<file path="config.mk">
export PLATFORM = sky130hd
export DESIGN_NAME = hid_key_events
export DESIGN_NICKNAME = d
export VERILOG_FILES = /design/src/rtl/hid_key_events.sv
export SDC_FILE = /design/constraint.sdc
export NUM_CORES = 1
export LEC_CHECK = 0
export ABC_CLOCK_PERIOD_IN_PS = 8100
export BUFFER_PORTS_ARGS = -buffer_cell sky130_fd_sc_hd__buf_2
export CORE_MARGIN = 5
export CORE_UTILIZATION = 31
export CTS_CLUSTER_DIAMETER = 200
export CTS_CLUSTER_SIZE = 14
export DETAILED_ROUTE_END_ITERATION = 6
export SYNTH_ARGS = -nofsm -noshare
export SYNTH_HDL_FRONTEND = slang
export SYNTH_SLANG_ARGS = --single-unit
</file>
<file path="constraint.sdc">
create_clock -name i_clk -period 8.1 [get_ports i_clk]
set_input_delay 1.62 -clock i_clk [delete_from_list [all_inputs] [get_ports i_clk]]
set_output_delay 1.62 -clock i_clk [all_outputs]
set_load 0.01 [all_outputs]
</file>
<file path="src/rtl/hid_key_events.sv">
// hid_key_events: turns HID boot-protocol keyboard reports into key-press
// events with duplicate/rollover filtering and typematic auto-repeat.
module hid_key_events #(
    parameter int unsigned DELAY_CYC = 12_500_000,
    parameter int unsigned RATE_CYC  = 1_250_000
) (
    input  logic       i_clk,
    input  logic       i_rst,
    input  logic [7:0] i_byte,
    input  logic       i_valid,
    input  logic       i_sof,
    output logic [7:0] o_byte,
    output logic [7:0] o_mod,
    output logic       o_valid,
    output logic       o_repeat
);

    localparam logic [31:0] DELAY_LD = 32'(DELAY_CYC);
    localparam logic [31:0] RATE_LD  = 32'(RATE_CYC);
    localparam logic [7:0]  KEY_NONE = 8'h00;
    localparam logic [7:0]  KEY_ERR  = 8'h01;

    typedef enum logic [1:0] {
        S_COLLECT,
        S_COMMIT,
        S_SCAN
    } state_t;

    state_t state;
    state_t state_n;

    // report being assembled; the reserved byte 1 is counted, not kept
    logic [3:0]  count;
    logic [7:0]  mod_in;
    logic [7:0]  keys_in [6];

    // committed report and the one before it
    logic [7:0]  snap [6];
    logic [7:0]  prev [6];
    logic [2:0]  slot;

    logic        rpt_active;
    logic [7:0]  rpt_key;
    logic [31:0] rpt_cnt;

    logic        store;
    logic        complete;
    logic        rollover;
    logic        last_slot;
    logic [7:0]  cur;
    logic        in_prev;
    logic        dup_earlier;
    logic        key_kept;
    logic        is_new;

    assign store     = i_valid && !i_sof
                       && count != 4'd0 && count != 4'd8;
    assign complete  = store && count == 4'd7;
    assign last_slot = slot == 3'd5;

    // Byte assembly; a start-of-frame byte always restarts the report.
    always_ff @(posedge i_clk) begin
        if (i_rst) begin
            count  <= '0;
            mod_in <= '0;
            for (int i = 0; i < 6; i++) begin
                keys_in[i] <= '0;
            end
        end else if (i_valid && i_sof) begin
            mod_in <= i_byte;
            count  <= 4'd1;
        end else if (store) begin
            if (count >= 4'd2) begin
                keys_in[count[2:0] - 3'd2] <= i_byte;
            end
            count <= count + 4'd1;
        end
    end

    // A report carrying ErrorRollOver in any key slot is discarded.
    always_comb begin
        rollover = 1'b0;
        for (int i = 0; i < 6; i++) begin
            if (keys_in[i] == KEY_ERR) begin
                rollover = 1'b1;
            end
        end
    end

    // New-press test for the slot under scan, plus repeat-key presence.
    always_comb begin
        cur         = KEY_NONE;
        in_prev     = 1'b0;
        dup_earlier = 1'b0;
        key_kept    = 1'b0;
        if (slot < 3'd6) begin
            cur = snap[slot];
        end
        for (int j = 0; j < 6; j++) begin
            if (prev[j] == cur) begin
                in_prev = 1'b1;
            end
            if (3'(j) < slot && snap[j] == cur) begin
                dup_earlier = 1'b1;
            end
            if (snap[j] == rpt_key) begin
                key_kept = 1'b1;
            end
        end
        is_new = state == S_SCAN && cur != KEY_NONE
                 && !in_prev && !dup_earlier;
    end

    // State register.
    always_ff @(posedge i_clk) begin
        if (i_rst) begin
            state <= S_COLLECT;
        end else begin
            state <= state_n;
        end
    end

    // Next state: collect, one commit cycle, then six scan cycles.
    always_comb begin
        state_n = state;
        unique case (state)
            S_COLLECT: begin
                if (complete) begin
                    state_n = S_COMMIT;
                end
            end
            S_COMMIT: begin
                state_n = rollover ? S_COLLECT : S_SCAN;
            end
            S_SCAN: begin
                if (last_slot) begin
                    state_n = S_COLLECT;
                end
            end
            default: begin
                state_n = S_COLLECT;
            end
        endcase
    end

    // Commit snapshot and modifier, walk the slots, then age into prev.
    always_ff @(posedge i_clk) begin
        if (i_rst) begin
            o_mod <= '0;
            slot  <= '0;
            for (int i = 0; i < 6; i++) begin
                snap[i] <= '0;
                prev[i] <= '0;
            end
        end else begin
            if (state == S_COMMIT) begin
                slot <= '0;
                if (!rollover) begin
                    o_mod <= mod_in;
                    snap  <= keys_in;
                end
            end
            if (state == S_SCAN) begin
                slot <= last_slot ? 3'd0 : slot + 3'd1;
                if (last_slot) begin
                    prev <= snap;
                end
            end
        end
    end

    // Event strobe and typematic engine; counter only runs while collecting.
    always_ff @(posedge i_clk) begin
        if (i_rst) begin
            o_valid    <= 1'b0;
            o_byte     <= '0;
            o_repeat   <= 1'b0;
            rpt_active <= 1'b0;
            rpt_key    <= '0;
            rpt_cnt    <= '0;
        end else begin
            o_valid <= 1'b0;
            if (is_new) begin
                o_valid    <= 1'b1;
                o_byte     <= cur;
                o_repeat   <= 1'b0;
                rpt_key    <= cur;
                rpt_active <= 1'b1;
                rpt_cnt    <= DELAY_LD;
            end else if (state == S_SCAN && last_slot && !key_kept) begin
                rpt_active <= 1'b0;
            end else if (state == S_COLLECT && rpt_active) begin
                if (rpt_cnt == 32'd1) begin
                    o_valid  <= 1'b1;
                    o_byte   <= rpt_key;
                    o_repeat <= 1'b1;
                    rpt_cnt  <= RATE_LD;
                end else begin
                    rpt_cnt <= rpt_cnt - 32'd1;
                end
            end
        end
    end

endmodule

</file>
==> out/summary.txt, run 1 <==
status: finished clean
vias in the first global route: 8,000
endpoint type of the worst setup path: flop
CP bufs+invs: 1
PD cells: 164 nW/um^2
Async SR Flop Fraction: 0
vias: 8,682
Post-Syn Area: 11,000 um^2
initial antenna violation count: 1
highest routed layer: met4
Top FF cell, synth: dfxtp_1
Worst Setup Start Kind: flop
postcts setup bufs: 0
CP max FO: 23
largest net degree at the start of global routing: 107
Worst EP arrival: 4430 ps
clk_lat worst skew: 500 ps
syn_area_per_cell: 8.88 um^2
Overflow after GRT: 0
Final #Nets: 1,232
Die Y: 198 um
diode count: 0
post-layout util: 0.344
Worst Hold Class: reg -> reg
Synth Instances: 1,234
Slowest-stage cell, CP: nor2b_1
Final Hold Vio Count: 0
CTS tree: yes
Setup Skew: 13.7 ps
number of enable flip-flop cells after synthesis: 0
routed wl met3: 1450 um
WP data required: 8490 ps
wire per inst: 18.2 um
simple logic cell fraction of the synthesized area: 0.195
post-synthesis mux area share: 0.125
DRT Wirelength: 30,400 um
fillers: 3,640
I/O Buffers: 29
die area: 39,200 um^2
first-pass GRT wire length: 47,400 um
XOR/XNOR Fraction of Synth Area: 0.111
Post-Place Worst Slack: 4160 ps
Post-CTS Hold Buffers: 0
crit path launch: slot[2]
CTS root buffer: clkbuf_16
VDD IR max: 0.120 mV
adder-cell share of the synthesized area: 0.00914
Clock Sinks: 220
met2 WL: 13,500 um
unrepaired setup endpoints after global routing: no
CP Class: reg -> reg
CP top delay family: simple AND/OR/NAND/NOR gates
Final ANT Viol Nets: 0
Final GP Congestion: 0.916
die width: 198 um
H-tree Lvls: 1
Core ar.: 34,700 um^2
clock slew at reported path FFs: 70 ps
synth-to-layout area growth: 8.90%
Setup Viol. Count Final: 0
Clock Tree Buf Depth: 3
Setup TNS Final: 0 ps
Initial Util: 0.316
Rel. slew slack: 0.274
post_cts resized: 0
drt drc: 0
crit-path max cell delay: 710 ps
critical path, cell by cell: nor2b_1 > a222oi_1 > buf_4 > xnor2_1 > nor4_1 > nand4_1 > and4_1 > and2_1 > a221oi_1
register area share after synthesis: 0.402
Row Count: 68
Fmax: 0.247 GHz
Metal-1 WL: 14,700 um
layout cell share with drive strength beyond 1: 0.0842
worst slew pin tran: 1090 ps
Initial DRC Count: 704
vias per inst: 5.21
period utilization: 0.500
Num CTS Buffers: 19
DRT Pass-1 Iters: 5
compound-cell area share of the yosys netlist: 0.113
minimum clock period: 4050 ps
Warnings, synthesis: 0
Total GRT Usage: 0.150
post-DP HPWL: 20,800 um
Yosys reg bits: 220
max-cap viol count: 0
worst reg2reg startpoint: slot[2]
synth unique cells: 57
largest family of logic cells by synthesized area: simple AND/OR/NAND/NOR gates
number of I/O pins: 30
Synth Net Count: 1,254
worst hold path startpoint: mod_in[3]
Leak: 4.41 nW
Slew Viols, Final: 0
Final WS setup: 4050 ps
-- power by group --
part,total [W],internal (W),switching [W]
clock,0.000835,0.000450,0.000385
combinational,0.0000371,0.00000638,0.0000307
sequential,0.00109,0.00108,0.00000176
total,0.00196,0.00154,0.000417
-- layout by cell type (no fill, tap or decap), types with 8 or more instances in the layout --
| cell type | instances |
|---|---|
| dfxtp_1 | 220 |
| nor2_1 | 140 |
| nand2_1 | 135 |
| mux2i_1 | 114 |
| a21oi_1 | 86 |
| xnor2_1 | 72 |
| xor2_1 | 67 |
| nor4_1 | 31 |
| buf_2 | 28 |
| inv_1 | 20 |
| nor3_1 | 19 |
| o21ai_0 | 19 |
| clkbuf_16 | 19 |
| nand3_1 | 18 |
| buf_4 | 17 |
| nand4_1 | 16 |
| and3_1 | 13 |
| and4_1 | 12 |
| a221oi_1 | 11 |
| a221oi_2 | 11 |
| mux2_1 | 10 |
| nand2b_1 | 9 |
| or4_1 | 9 |
| mux2_2 | 8 |
| or3_1 | 8 |
| ha_1 | 8 |
-- path summary, 6_finish.rpt --
check	endpoint	cells after the start	slack (ps)
worst max-delay path	rpt_key[0]	9	4050
worst min register to register	mod_in[3]	2	460
worst max register to register	rpt_key[0]	9	4050
worst min-delay path	mod_in[3]	2	460
-- cell families (layout without fill, tap and decap cells) --
logic type,after synthesis,after routing
DFF,220,220
muxes,134,134
buffers and inverters,109,87
AOI/OAI and AO/OA,180,180
xor gates and xnor gates,139,139
and+or+nand+nor,444,444
adders and majority gates,8,8
-- registers in the layout, summed over array words and instances (netlist names), 8 cells and up --
signal   flops
rpt_cnt     32
o_mod        8
keys_in     48
mod_in       8
prev        48
rpt_key      8
o_byte       8
snap        48
-- cell type report --
cell class | instances | area, um^2 | area share
Clock buffer | 19 | 475 | 0.0399
Timing Repair Buffer | 46 | 279 | 0.0234
Sequential cell | 220 | 4400 | 0.369
Inverter | 20 | 75.1 | 0.00629
Clock inverter | 2 | 38.8 | 0.00325
Tap cell | 455 | 569 | 0.0477
Multi-Input combinational cell | 905 | 6090 | 0.510
-- cell usage after synthesis (all sizes together) (20+ instances only) --
master,number,area [um^2]
dfxtp,220,4400
nor2,140,526
nand2,135,507
mux2i,114,1140
a21oi,86,430
xnor2,72,631
xor2,67,587
clkbuf,62,233
nor4,31,194
buf,27,174
a221oi,22,262
inv,20,75.1
mux2,20,233
-- layer usage --
metal	global-route usage	vias up
li1	-	4250
met1	0.218	4173
met2	0.237	204
met5	0	-
met3	0.0208	55
met4	0.0339	0
-- stage by stage --
step	std cells	total power (W)	hold WS (ps)	area (um^2)
global route	1667	0.00202	479	11900
detailed placement	1646	0.00115	447	11400
global placement	1646	0.00115	446	11400
CTS	1667	0.00198	455	11900
floorplan	1234	0.00113	436	11000
finish	1667	0.00196	456	11900
-- worst min-delay path, cell delays in order (launching register included) --
cell     delay [ps]
dfxtp_1         310
nand2_1          50
a21oi_1          50
Power figures use the tool's default switching activity.
==> inputs of run 2 (changes only) <==
--- a/config.mk
+++ b/config.mk
@@ -5,7 +5,7 @@
 export SDC_FILE = /design/constraint.sdc
 export NUM_CORES = 1
 export LEC_CHECK = 0
-export ABC_CLOCK_PERIOD_IN_PS = 8100
+export ABC_CLOCK_PERIOD_IN_PS = 3900
 export BUFFER_PORTS_ARGS = -buffer_cell sky130_fd_sc_hd__buf_2
 export CORE_MARGIN = 5
 export CORE_UTILIZATION = 31
==> constraint.sdc (replaced) <==
create_clock -name i_clk -period 3.9 [get_ports i_clk]
set_input_delay 0.78 -clock i_clk [delete_from_list [all_inputs] [get_ports i_clk]]
set_output_delay 0.78 -clock i_clk [all_outputs]
set_load 0.01 [all_outputs]
==> out/summary.txt, run 2 (same netlist as run 1, synthesis figures left out) <==
commonest non-fill, non-tap cells in the layout: 220 x dfxtp_1, 140 x nor2_1, 135 x nand2_1
Register Area: 4400 um^2
Num CTS Buffers: 19
post-DP HPWL: 21,100 um
largest net degree at the start of global routing: 78
Total GRT Usage: 0.153
PD cells: 334 nW/um^2
WP data required: 4300 ps
critical path, cell by cell: or4_1 > or4b_1 > or3_1 > nor4_1 > o2111ai_2 > buf_4 > nor2_1 > a21oi_1 > a221oi_1
VDD IR max: 0.289 mV
Setup Viol. Count Final: 0
vias per inst: 5.23
DRT Pass-1 Iters: 7
number of I/O pins: 30
Post-CTS Hold Buffers: 0
final hold slack: 456 ps
CTS root buffer: clkbuf_16
layout cell share with drive strength beyond 1: 0.108
Final #Nets: 1,265
period utilization: 0.895
met1 usage: 0.220
Rel. slew slack: 0.138
Worst Setup Start Kind: flop
postcts setup bufs: 0
endpoint type of the worst setup path: flop
drt drc: 0
Multi-input gate area: 6090 um^2
clock slew at reported path FFs: 70 ps
die width: 198 um
diode count: 0
worst slew pin tran: 1290 ps
Final Hold Vio Count: 0
Row Count: 68
CP Class: reg -> reg
clk_lat worst skew: 500 ps
M2 GR Usage: 0.239
Final ANT Viol Nets: 0
Final GP Congestion: 0.914
Design Area, Final: 12,200 um^2
wire per inst: 18.0 um
Slew Viols, Final: 0
DRT Wirelength: 30,600 um
Critical Path Stages: 9
H-tree Lvls: 1
max-cap viol count: 0
first-pass GRT wire length: 48,400 um
gr busiest metal: met2
Clock Sinks: 220
die area: 39,200 um^2
Overflow after GRT: 0
commonest non-fill, non-tap cell in the layout: dfxtp_1
Initial Util: 0.316
Post-Place Worst Slack: 442 ps
initial antenna violation count: 0
grt met3 use: 0.0189
CP bufs+invs: 1
unrepaired setup endpoints after global routing: no
Initial DRC Count: 687
Fmax: 0.286 GHz
vias in the first global route: 8,465
Largest regs: keys_in (48), prev (48), snap (48)
minimum clock period: 3490 ps
CTS tree: yes
status: finished clean
synth-to-layout area growth: 11.4%
I/O Buffers: 29
Slowest-stage cell, CP: or4b_1
crit-path max cell delay: 630 ps
CP top delay family: simple AND/OR/NAND/NOR gates
CP max FO: 27
vias: 8,895
Setup Skew: 16.3 ps
Leak: 4.59 nW
FF-to-FF path depth: 9
post_cts resized: 0
dpl cell area: 11,700 um^2
Hold Path Depth: 2
Clock Tree Buf Depth: 3
Worst Hold Class: reg -> reg
Core ar.: 34,700 um^2
fillers: 3,605
Setup TNS Final: 0 ps
Worst EP arrival: 3890 ps
Die Y: 198 um
Final WS setup: 409 ps
## run 2: changes by cell type in the layout (fill, tap and decap cells not counted)
cell    change
buf_4      +31
buf_12      +2
## run 2: power by group
group	internal, W	switching [W]	total, W
clock	0.000933	0.000808	0.00174
combinational	0.0000139	0.0000622	0.0000761
sequential	0.00225	0.00000372	0.00225
total	0.00320	0.000873	0.00407
## run 2: worst register-to-register path, stage by stage, from the launching register on
cell and delay (ps):
dfxtp_1 340, or4_1 500, or4b_1 630, or3_1 550, nor4_1 500, o2111ai_2 200
buf_4 270, nor2_1 120, a21oi_1 50, a221oi_1 240
## run 2: final timing paths
path | to | start | slack [ps]
worst max register to register | o_byte[2] | rpt_cnt[7] | 410
worst min register to register | mod_in[7] | mod_in[7] | 460
worst min-delay path | mod_in[7] | mod_in[7] | 460
worst max-delay path | o_byte[2] | rpt_cnt[7] | 410
## run 2: layout make-up
class,instances,area share
clock inverter,2,0.00318
inverter,20,0.00615
tap,455,0.0467
clock buffer,19,0.0390
timing repair buffer,79,0.0452
sequential,220,0.361
multi-input combinational,905,0.499
## run 2: per-stage QoR
step	instances	utilization	power [W]
finish	1700	0.351	0.00407
global route	1700	0.351	0.00422
CTS	1700	0.351	0.00413
detailed placement	1679	0.337	0.00238
global placement	1679	0.337	0.00238
floorplan	1234	-	0.00235
## run 2: routing by layer
metal / vias to the layer above / wire length [um]
met1: 4257 / 14400
met4: 0 / 1120
met2: 238 / 13400
met5: - / 0
li1: 4322 / -
met3: 78 / 1640
==> inputs of run 3 (changes only) <==
--- a/config.mk
+++ b/config.mk
@@ -5,7 +5,7 @@
 export SDC_FILE = /design/constraint.sdc
 export NUM_CORES = 1
 export LEC_CHECK = 0
-export ABC_CLOCK_PERIOD_IN_PS = 3900
+export ABC_CLOCK_PERIOD_IN_PS = 4200
 export BUFFER_PORTS_ARGS = -buffer_cell sky130_fd_sc_hd__buf_2
 export CORE_MARGIN = 5
 export CORE_UTILIZATION = 31
==> constraint.sdc (replaced) <==
create_clock -name i_clk -period 4.2 [get_ports i_clk]
set_input_delay 0.84 -clock i_clk [delete_from_list [all_inputs] [get_ports i_clk]]
set_output_delay 0.84 -clock i_clk [all_outputs]
set_load 0.01 [all_outputs]
==> out/summary.txt, run 3 (same netlist as run 1, synthesis figures left out) <==
Overflow after GRT: 0
die area: 39,200 um^2
worst hold path startpoint: mod_in[6]
Register Area: 4400 um^2
clock slew at reported path FFs: 60 ps
Fmax: 0.266 GHz
Num CTS Buffers: 19
drt drc: 0
commonest non-fill, non-tap cell in the layout: dfxtp_1
CTS root buffer: clkbuf_16
H-tree Lvls: 1
Slowest-stage cell, CP: or4b_1
status: finished clean
Die Y: 198 um
Clock Sinks: 220
post-layout util: 0.348
crit-path max cell delay: 630 ps
Setup Viol. Count Final: 0
Final GP Congestion: 0.900
die width: 198 um
largest net degree at the start of global routing: 115
WP data required: 4600 ps
Worst Setup Start Kind: flop
Final #Nets: 1,249
Clock Tree Buf Depth: 3
Setup Skew: 12.5 ps
vias in the first global route: 8,265
Setup TNS Final: 0 ps
minimum clock period: 3760 ps
Post-CTS Hold Buffers: 0
fillers: 3,580
PD cells: 313 nW/um^2
layout cell share with drive strength beyond 1: 0.0968
I/O Buffers: 29
diode count: 0
crit path launch: rpt_cnt[7]
first-pass GRT wire length: 48,700 um
Multi-input gate area: 6090 um^2
critical path, cell by cell: or4_1 > or4b_1 > or3_1 > nor4_1 > o2111ai_2 > buf_4 > nor2_1 > a21oi_1 > a221oi_2
worst reg2reg startpoint: rpt_cnt[7]
VDD IR max: 0.234 mV
post-DP HPWL: 21,300 um
commonest non-fill, non-tap cells in the layout: 220 x dfxtp_1, 140 x nor2_1, 135 x nand2_1
Core ar.: 34,700 um^2
vias per inst: 5.26
endpoint type of the worst setup path: flop
unrepaired setup endpoints after global routing: no
Final Hold Vio Count: 0
Slew Viols, Final: 0
Worst EP arrival: 4160 ps
postcts setup bufs: 0
initial antenna violation count: 0
Initial DRC Count: 722
DRT Wirelength: 30,900 um
Initial Util: 0.316
post_cts resized: 0
CP Class: reg -> reg
synth-to-layout area growth: 10.3%
Row Count: 68
vias: 8,850
CTS tree: yes
DRT Pass-1 Iters: 6
Worst Hold Class: reg -> reg
clk_lat worst skew: 500 ps
CP max FO: 30
Total GRT Usage: 0.154
Largest regs: keys_in (48), prev (48), snap (48)
Final ANT Viol Nets: 0
period utilization: 0.895
Rel. slew slack: 0.190
worst slew pin tran: 1210 ps
wire per inst: 18.4 um
number of I/O pins: 30
Leak: 4.51 nW
max-cap viol count: 0
run 3: where the power goes:
part           switching (W)  total [W]  leakage, nW  internal (W)
Clock               0.000745    0.00161        0.253      0.000867
Combinational      0.0000598  0.0000734         2.49     0.0000136
Sequential        0.00000322    0.00209         1.77       0.00209
run 3: worst max-delay path, delay by kind of cell, from the launching register on:
kind / cells / cell delay (ps)
flops: 1 / 340
buf+inv: 1 / 350
compound gates: 3 / 660
simple gates: 5 / 2290
run 3: per-stage QoR:
step / hold WS [ps] / total power, W / setup WS [ps] / area (um^2) / std cells
2_1_floorplan: 436 / 0.00218 / 1100 / 11000 / 1234
3_3_place_gp: 442 / 0.00221 / 588 / 11600 / 1663
3_5_place_dp: 449 / 0.00221 / 489 / 11600 / 1663
4_1_cts: 458 / 0.00383 / 439 / 12100 / 1684
5_1_grt: 479 / 0.00392 / 172 / 12100 / 1684
6_report: 456 / 0.00378 / 442 / 12100 / 1684
run 3: metal layers:
layer | track usage | wire length, um | vias to the layer above
met3 | 0.0225 | 1850 | 63
met2 | 0.241 | 13800 | 262
met4 | 0.0490 | 1050 | 0
met1 | 0.219 | 14300 | 4226
met5 | 0 | 0 | -
li1 | - | - | 4299
run 3: final timing paths:
| check | endpoint | slack, ps | cells after the start |
|---|---|---|---|
| max | o_byte[6] | 440 | 9 |
| min | mod_in[6] | 460 | 2 |
| max reg2reg | o_byte[6] | 440 | 9 |
| min reg2reg | mod_in[6] | 460 | 2 |
run 3: final cells by class:
class                      count  share of cell area
multi-input combinational    905               0.504
sequential                   220               0.365
tap                          455              0.0471
clock buffer                  19              0.0394
timing repair buffer          63              0.0357
inverter                      20             0.00621
clock inverter                 2             0.00321
